==> src/rtl/sseg_scan_mux_if.sv <==
// Signal bundle between a digit source (stopwatch) and the seven-segment scan driver.
// The master drives the digit values and decimal points; the slave drives the board pins.
interface sseg_scan_mux_if;
  logic [3:0] i_hex3;
  logic [3:0] i_hex2;
  logic [3:0] i_hex1;
  logic [3:0] i_hex0;
  logic [3:0] i_dp;
  logic [3:0] o_an;
  logic [7:0] o_sseg;
  logic       o_frame;

  modport master (
    output i_hex3, i_hex2, i_hex1, i_hex0, i_dp,
    input  o_an, o_sseg, o_frame
  );

  modport slave (
    input  i_hex3, i_hex2, i_hex1, i_hex0, i_dp,
    output o_an, o_sseg, o_frame
  );
endinterface

==> src/rtl/sseg_scan_mux.sv <==
// Time-multiplexed 4-digit common-anode seven-segment driver.
// Digits are latched once per frame into shadow registers so a counter rollover
// in the middle of a scan never shows a torn value, and every digit slot starts
// with a short all-off gap that hides ghosting while the anodes switch.
// Optional leading-zero blanking is enabled by defining the macro SSEG_LZB_EN.
module sseg_scan_mux #(
  parameter int DIG_CYCLES   = 100000,
  parameter int BLANK_CYCLES = 1000
) (
  input logic           i_clk,
  input logic           i_rst,
  sseg_scan_mux_if.slave bus
);

  localparam int CW = $clog2(DIG_CYCLES);

  // Cycle counter inside the current slot and the active digit slot
  logic [CW-1:0]   cnt_q, cnt_d;
  logic [1:0]      sel_q, sel_d;

  // Frame snapshot of the digit values and decimal points
  logic [3:0][3:0] shadow_q, shadow_d;
  logic [3:0]      dp_q, dp_d;

  // Registered pin drivers
  logic [3:0]      an_q, an_d;
  logic [7:0]      sseg_q, sseg_d;
  logic            frame_q, frame_d;

  logic            cntLast;
  logic            snapNow;
  logic            inBlank;
  logic [3:0]      curDigit;
  logic            curDp;
  logic [3:0]      lzbBlank;

  // Active-high a..g pattern for one hex digit; inverted later for the common-anode pins
  function automatic logic [6:0] decodeHex(input logic [3:0] value);
    logic [6:0] seg;
    case (value)
      4'h0:    seg = 7'h3F;
      4'h1:    seg = 7'h06;
      4'h2:    seg = 7'h5B;
      4'h3:    seg = 7'h4F;
      4'h4:    seg = 7'h66;
      4'h5:    seg = 7'h6D;
      4'h6:    seg = 7'h7D;
      4'h7:    seg = 7'h07;
      4'h8:    seg = 7'h7F;
      4'h9:    seg = 7'h6F;
      4'hA:    seg = 7'h77;
      4'hB:    seg = 7'h7C;
      4'hC:    seg = 7'h39;
      4'hD:    seg = 7'h5E;
      4'hE:    seg = 7'h79;
      default: seg = 7'h71;
    endcase
    return seg;
  endfunction

  // Leading-zero flags, derived from the frozen snapshot so they cannot flicker mid-frame
  always_comb begin
    lzbBlank = 4'b0000;
`ifdef SSEG_LZB_EN
    lzbBlank[3] = (shadow_q[3] == 4'h0) && !dp_q[3];
    lzbBlank[2] = lzbBlank[3] && (shadow_q[2] == 4'h0) && !dp_q[2];
    lzbBlank[1] = lzbBlank[2] && (shadow_q[1] == 4'h0) && !dp_q[1];
    lzbBlank[0] = 1'b0;
`else
    lzbBlank = 4'b0000;
`endif
  end

  // Scan timing, frame snapshot and next pin values; pins are computed from the
  // current (sel, cnt, shadow) and appear one cycle later
  always_comb begin
    cntLast  = (cnt_q == CW'(DIG_CYCLES - 1));
    snapNow  = (cnt_q == '0) && (sel_q == 2'd0);
    inBlank  = (cnt_q < CW'(BLANK_CYCLES));
    curDigit = shadow_q[sel_q];
    curDp    = dp_q[sel_q];

    cnt_d    = cntLast ? '0 : cnt_q + CW'(1);
    sel_d    = cntLast ? sel_q + 2'd1 : sel_q;

    shadow_d = shadow_q;
    dp_d     = dp_q;
    if (snapNow) begin
      shadow_d = {bus.i_hex3, bus.i_hex2, bus.i_hex1, bus.i_hex0};
      dp_d     = bus.i_dp;
    end

    an_d   = 4'b1111;
    sseg_d = 8'hFF;
    if (!inBlank && !lzbBlank[sel_q]) begin
      an_d   = ~(4'b0001 << sel_q);
      sseg_d = {~curDp, ~decodeHex(curDigit)};
    end

    frame_d = snapNow;
  end

  // State and pin registers; reset forces all segments dark and restarts at slot 0
  always_ff @(posedge i_clk) begin
    if (i_rst) begin
      cnt_q    <= '0;
      sel_q    <= 2'd0;
      shadow_q <= '0;
      dp_q     <= 4'b0000;
      an_q     <= 4'b1111;
      sseg_q   <= 8'hFF;
      frame_q  <= 1'b0;
    end else begin
      cnt_q    <= cnt_d;
      sel_q    <= sel_d;
      shadow_q <= shadow_d;
      dp_q     <= dp_d;
      an_q     <= an_d;
      sseg_q   <= sseg_d;
      frame_q  <= frame_d;
    end
  end

  assign bus.o_an    = an_q;
  assign bus.o_sseg  = sseg_q;
  assign bus.o_frame = frame_q;

endmodule

==> src/flat_wrapper.sv <==
// flat-port wrapper written by rule: the top's interface ports become plain ports
module sseg_scan_mux_flat 
#(
  parameter int DIG_CYCLES   = 100000,
  parameter int BLANK_CYCLES = 1000
)
  (i_clk, i_rst, bus_i_hex3, bus_i_hex2, bus_i_hex1, bus_i_hex0, bus_i_dp, bus_o_an, bus_o_sseg, bus_o_frame);
  sseg_scan_mux_if bus_i ();
  input logic i_clk;
  input logic i_rst;
  input wire logic [$bits(bus_i.i_hex3)-1:0] bus_i_hex3;
  input wire logic [$bits(bus_i.i_hex2)-1:0] bus_i_hex2;
  input wire logic [$bits(bus_i.i_hex1)-1:0] bus_i_hex1;
  input wire logic [$bits(bus_i.i_hex0)-1:0] bus_i_hex0;
  input wire logic [$bits(bus_i.i_dp)-1:0] bus_i_dp;
  output wire logic [$bits(bus_i.o_an)-1:0] bus_o_an;
  output wire logic [$bits(bus_i.o_sseg)-1:0] bus_o_sseg;
  output wire logic [$bits(bus_i.o_frame)-1:0] bus_o_frame;
  assign bus_i.i_hex3 = bus_i_hex3;
  assign bus_i.i_hex2 = bus_i_hex2;
  assign bus_i.i_hex1 = bus_i_hex1;
  assign bus_i.i_hex0 = bus_i_hex0;
  assign bus_i.i_dp = bus_i_dp;
  assign bus_o_an = bus_i.o_an;
  assign bus_o_sseg = bus_i.o_sseg;
  assign bus_o_frame = bus_i.o_frame;
  sseg_scan_mux #(.DIG_CYCLES(DIG_CYCLES), .BLANK_CYCLES(BLANK_CYCLES)) u_core (.i_clk(i_clk), .i_rst(i_rst), .bus(bus_i));
endmodule
==> config.mk <==
export PLATFORM = sky130hd
export DESIGN_NAME = sseg_scan_mux_flat
export DESIGN_NICKNAME = d
export VERILOG_FILES = /design/src/rtl/sseg_scan_mux_if.sv /design/src/rtl/sseg_scan_mux.sv /design/src/flat_wrapper.sv
export SDC_FILE = /design/constraint.sdc
export NUM_CORES = 1
export LEC_CHECK = 0
export ABC_AREA = 1
export CAP_MARGIN = 15
export CORE_MARGIN = 2
export CORE_UTILIZATION = 35
export DETAILED_ROUTE_END_ITERATION = 7
export GPL_ROUTABILITY_DRIVEN = 0
export GPL_TIMING_DRIVEN = 0
export PLACE_DENSITY = 0.64
export RECOVER_POWER = 100
export SYNTH_ARGS = -nofsm -noshare
export SYNTH_HDL_FRONTEND = slang
export SYNTH_SLANG_ARGS = --single-unit
==> constraint.sdc <==
create_clock -name i_clk -period 2.21 [get_ports i_clk]
set_input_delay 0.5525 -clock i_clk [delete_from_list [all_inputs] [get_ports i_clk]]
set_output_delay 0.5525 -clock i_clk [all_outputs]
set_load 0.01 [all_outputs]
==> reports/summary.txt, run 1 <==
Total power = 1.90 mW
Crit Path Max Fanout = 11
Drt pass-1 iters = 6
Largest net degree at the start of global routing = 17
Cell count after synthesis = 391
N_diodes = 0
Drt drc = 0
Final Cell Area = 3290 um2
Part of the power in registers = 53.4%
Starting Density = 36.1%
Antenna violation net count after detailed routing = 0
Detailed placement HPWL = 4.58 mm
Total gr overflow = 0
# IOs = 35
First-pass GRT wire length = 10.4 mm
Global Route Usage Sum = 14.8%
Setup_tns = 0 ps
Port-buffer cells = 34
# hold bufs at CTS = 0
Cells after DPL = 527
DRT iter0 DRCs = 138
YS warnings = 0
H-tree depth = 2
Multi-input gate area = 1490 um2
Post-CTS sizing = 0
Required time of the critical path = 2410 ps
Number of max-cap violations = 0
Status = finished clean
Max-slew violations = 0
Seq/Total Area, Yosys = 37.5%
Unrepaired setup endpoints after global routing = no
Clk_skew = 7.00 ps
Net Sw Frac = 28.0%
Worst-Skew Late Latency = 300 ps
P&R area growth vs syn = 18.5%
Initial antenna violation count = 0
Clock period minus worst slack = 1970 ps
Tightest Pin Transition = 469 ps
Fmax = 509 MHz
Fin cells = 535
Peak VDD IR = 0.321 mV
Filler cells = 832
Die ar. = 8650 um2
Clk pwr share = 28.4%
Setup CP Type = register to register
CTS tree = built
FP Rows = 32
Leakage = 1.28 nW
Worst Hold Class = register to register
DP Area = 3240 um2
Comb power frac = 18.2%
Final wirelength = 6.04 mm
Post-synthesis cell type count = 27
Clock transition at path regs = 100 ps
Syn Nets = 425
CTS Sinks = 52
CP startpoint kind = register
Vias per cell = 4.76
Die H = 93.0 um
Setup Viol. Count Final = 0
Number of synthesized register bits = 52
TritonCTS Buffers = 5
Final hold viol count = 0
# Post-CTS Setup Buffers = 0
Net Sw Power = 534 uW
Routed WL per cell = 11.3 um
Clock buffer depth = 2
Sequential Area = 1040 um2
Critical Path AT = 2160 ps
Int Pwr = 1.37 mW
PD cells = 579 nW/um2
Final period utilization = 88.9%
Die X = 93.0 um
Vias in the first global route = 2,311
Max-slew headroom = 68.6%
Mean Syn Cell Area = 7.09 um2
Core area = 7690 um2
Endpoint class of the critical path = register
Synth Cell Area = 2770 um2
CTS Root Cell = clkbuf_8
Layout cells sized above 1 = 6.93%
Via Count = 2,547
Final nets = 466
[placed cells by master (no fill, tap or decap), drive strengths merged]
cell type        n
nand2          108
nor2            62
dfxtp           52
nand3           34
a21oi           30
inv             28
nand3b          24
clkdlybuf4s50   21
buf             14
dlygate4sd3     13
ha              12
nand4            9
clkbuf           7
xor2             5
nor3             5
o21ai            4
o22ai            1
and2             1
xnor2            1
clkinvlp         1
clkinv           1
[metal layers]
| layer | vias up | GRT usage [%] | routed length, um |
|---|---|---|---|
| met5 | - | 0 | 0 |
| li1 | 1347 | - | - |
| met2 | 48 | 25.5 | 2760 |
| met1 | 1147 | 18.9 | 2990 |
| met3 | 5 | 2.34 | 219 |
| met4 | 0 | 4.90 | 76 |
[critical path, cell delays in order (launching register included)]
cell	delay, ps
dfxtp_1	380
inv_1	80
buf_2	230
ha_1	260
nand2_1	90
nor3_2	310
buf_2	290
nand3b_1	100
nand2_1	60
nor2_1	50
[layout make-up]
type | instances | share of cell area [%]
timing repair buffer | 34 | 10.4
clock inverter | 2 | 0.495
sequential | 52 | 31.7
multi-input combinational | 296 | 45.3
buffer | 15 | 2.93
inverter | 28 | 3.20
tap | 102 | 3.88
clock buffer | 6 | 2.21
[sequential cells by signal, summed over array words and instances, names as in the netlist]
name / cells
u_core.sel_q: 2
u_core.bus.o_frame: 1
u_core.bus.o_sseg: 8
u_core.dp_q: 4
u_core.cnt_q: 17
u_core.bus.o_an: 4
u_core.shadow_q: 16
[stage by stage]
| stage | hold slack (ps) | util, % | setup slack [ps] |
|---|---|---|---|
| after global routing | 508 | 42.8 | 1.34 |
| after detailed placement | 461 | 42.2 | 236 |
| after floorplan | 439 | - | 646 |
| after global placement | 454 | 42.2 | 270 |
| final | 473 | 42.8 | 244 |
| after CTS | 482 | 43.3 | 203 |
[cell usage after synthesis (all sizes together)]
cell type	count	area, um2
buf	15	100
nand2	108	420
o21ai	4	20.0
inv	28	105
xor2	5	43.8
nor3	5	30.0
nand4	9	56.3
nor2	62	270
ha	12	150
xnor2	1	8.76
nand3b	24	180
dfxtp	52	1040
nand3	34	180
o22ai	1	6.26
and2	1	6.26
a21oi	30	154
[power by group through the flow]
stage / combinational (mW) / clock [mW] / sequential [mW]
after floorplan: 0.253 / 0 / 1.03
after global placement: 0.343 / 0 / 1.04
after detailed placement: 0.351 / 0 / 1.04
after CTS: 0.351 / 0.561 / 1.02
after global routing: 0.397 / 0.600 / 1.02
final: 0.347 / 0.541 / 1.02
[path summary, 6_finish.rpt]
path | from | to | slack (ps) | cells past startpoint
hold reg to reg | u_core.cnt_q[0] | u_core.cnt_q[0] | 470 | 1
setup / recovery | u_core.sel_q[0] | u_core.dp_q[2] | 240 | 9
hold / removal | u_core.cnt_q[0] | u_core.cnt_q[0] | 470 | 1
setup reg to reg | u_core.sel_q[0] | u_core.dp_q[2] | 240 | 9
[kinds of logic (layout without fill, tap and decap cells)]
family / count (synthesis) / count (layout) / synth area share (%)
flops: 52 / 52 / 37.5
fa+ha+maj: 12 / 12 / 5.42
compound gates: 35 / 35 / 6.50
simple gates: 243 / 243 / 41.2
xor+xnor: 6 / 6 / 1.90
buf+inv: 43 / 85 / 7.40
Note: power is estimated with default switching activity, not from simulation.
==> run 2: changes to the inputs <==
- PLACE_DENSITY: 0.64 -> 0.66
- clock period: 2.21 -> 1.8 ns (I/O delays scaled with it)
==> reports/summary.txt, run 2 (synthesis gave the netlist of run 1 again) <==
P&R area growth vs syn = 24.0% (was 18.5%)
# IOs = 35 (unchanged)
Setup Viol. Count Final = 0 (unchanged)
Starting Density = 36.1% (unchanged)
WHS = 479 ps (was 473 ps)
Worst-Skew Late Latency = 320 ps (was 300 ps)
Initial antenna violation count = 0 (unchanged)
Largest Register = u_core.cnt_q (unchanged)
Antenna violation net count after detailed routing = 0 (unchanged)
Die ar. = 8650 um2 (unchanged)
Largest net degree at the start of global routing = 19 (was 17)
Worst Hold Class = register to register (unchanged)
Final period utilization = 93.5%
Port-buffer cells = 34 (unchanged)
Drt pass-1 iters = 4 (was 6)
Setup CP Type = register to primary output (was register to register)
Max-slew headroom = 71.8% (was 68.6%)
Critical Path AT = 1230 ps (was 2160 ps)
Clock buffer depth = 2 (unchanged)
FP Rows = 32 (unchanged)
Core area = 7690 um2 (unchanged)
Final nets = 475 (was 466)
Crit Path Max Fanout = 1 (was 11)
Final Worst Setup Slack = 117 ps (was 244 ps)
Cells after DPL = 527 (unchanged)
Via Count = 2,582 (was 2,547)
Endpoint class of the critical path = primary output (was register)
Tightest Pin Transition = 420 ps (was 469 ps)
Leakage = 1.34 nW (was 1.28 nW)
First-pass GRT wire length = 10.3 mm (was 10.4 mm)
Clock transition at path regs = 100 ps (about the same)
Util after Layout = 44.7% (was 42.8%)
Total gr overflow = 0 (unchanged)
PD cells = 697 nW/um2 (was 579 nW/um2)
CTS tree = built (unchanged)
Fmax = 594 MHz
Crit-path cells = dlygate4sd3_1 (was inv_1 > buf_2 > ha_1 > nand2_1 > nor3_2 > buf_2 > nand3b_1 > nand2_1 > nor2_1)
Vias in the first global route = 2,249 (was 2,311)
DP Area = 3240 um2 (unchanged)
Filler cells = 793 (was 832)
Required time of the critical path = 1350 ps (was 2410 ps)
Die H = 93.0 um (unchanged)
DP Worst Slack = -161 ps (was 236 ps)
CP top delay family = buffers and inverters (was simple AND/OR/NAND/NOR gates)
Max reg flops = 17 (unchanged)
CTS Sinks = 52 (unchanged)
Detailed placement HPWL = 4.44 mm (was 4.58 mm)
Clk_skew = 13.7 ps (was 7.00 ps)
N_diodes = 0 (unchanged)
Vias per cell = 4.75 (was 4.76)
CTS Root Cell = clkbuf_8 (unchanged)
Peak VDD IR = 0.367 mV (was 0.321 mV)
Global Route Usage Sum = 14.7% (was 14.8%)
Most frequent cells in the layout = nand2_1 (104), nor2_1 (51), dfxtp_1 (50), nand3_1 (32), a21oi_1 (30) (was nand2_1 (105), nor2_1 (60), dfxtp_1 (52), nand3_1 (32), a21oi_1 (30))
Fin cells = 544 (was 535)
Clock period minus worst slack = 1680 ps
Final Cell Area = 3440 um2 (was 3290 um2)
Die X = 93.0 um (unchanged)
DRT iter0 DRCs = 57 (was 138)
Layout cells sized above 1 = 12.2% (was 6.93%)
# hold bufs at CTS = 0 (unchanged)
Drt drc = 0 (unchanged)
Final hold viol count = 0 (unchanged)
TritonCTS Buffers = 5 (unchanged)
Most common cell after layout, fill and taps aside = nand2_1 (unchanged)
CP startpoint kind = register (unchanged)
Number of max-cap violations = 0 (unchanged)
Status = finished clean (unchanged)
Slowest CP cell = dlygate4sd3_1 (was dfxtp_1)
Routed WL per cell = 11.2 um (was 11.3 um)
CP bufs+invs = 1 (was 3)
Final wirelength = 6.10 mm (was 6.04 mm)
Max incr delay on CP = 600 ps (was 380 ps)
Max-slew violations = 0 (unchanged)
H-tree depth = 2 (unchanged)
-- run 2: final timing paths --
check,startpoint,endpoint,slack [ps],depth (start not counted)
max reg2reg,u_core.sel_q[0],u_core.shadow_q[0],120,10
max,u_core.bus.o_an[1],bus_o_an[1],120,1
min,u_core.cnt_q[0],u_core.cnt_q[0],480,1
min reg2reg,u_core.cnt_q[0],u_core.cnt_q[0],480,1
-- run 2: power breakdown --
part	switching (mW)	internal [mW]	total, mW
clock	0.418	0.284	0.702
sequential	0.0322	1.21	1.24
combinational	0.242	0.209	0.451
total	0.692	1.71	2.40
-- run 2: area by class of cell --
cell class / count / area (um2) / area share, %
Multi-Input combinational cell: 296 / 1530 / 44.5
Clock inverter: 3 / 25.0 / 0.728
Tap cell: 102 / 128 / 3.71
Sequential cell: 52 / 1050 / 30.4
Timing Repair Buffer: 44 / 415 / 12.1
Buffer: 14 / 119 / 3.46
Inverter: 28 / 105 / 3.06
Clock buffer: 5 / 68.8 / 2.00
-- run 2: per-stage QoR --
step,setup TNS [ps],power [mW]
finish,0,2.40
global route,-5.17,2.54
CTS,0,2.41
detailed placement,-3130,1.70
global placement,-2620,1.69
floorplan,0,1.58
-- run 2: timing repair --
item | 4_1_cts | 5_1_grt
buffers inserted | 2 | 8
resized for setup | 10 | 6
pin swaps | 1 | 2
setup endpoints to repair | 25 | 27
hold endpoints to repair | 0 | 0
-- run 2: worst register-to-register path: cells and delay by family (launching register included) --
| kind | cells | cell delay, ps |
|---|---|---|
| fa+ha+maj | 1 | 210 |
| buf+inv | 4 | 510 |
| flops | 1 | 380 |
| simple gates | 5 | 510 |
-- run 2: layer usage --
metal	GRT usage (%)	wire, um
met5	0	0
met3	2.42	206
met4	5.51	91
met2	24.3	2750
met1	19.2	3050
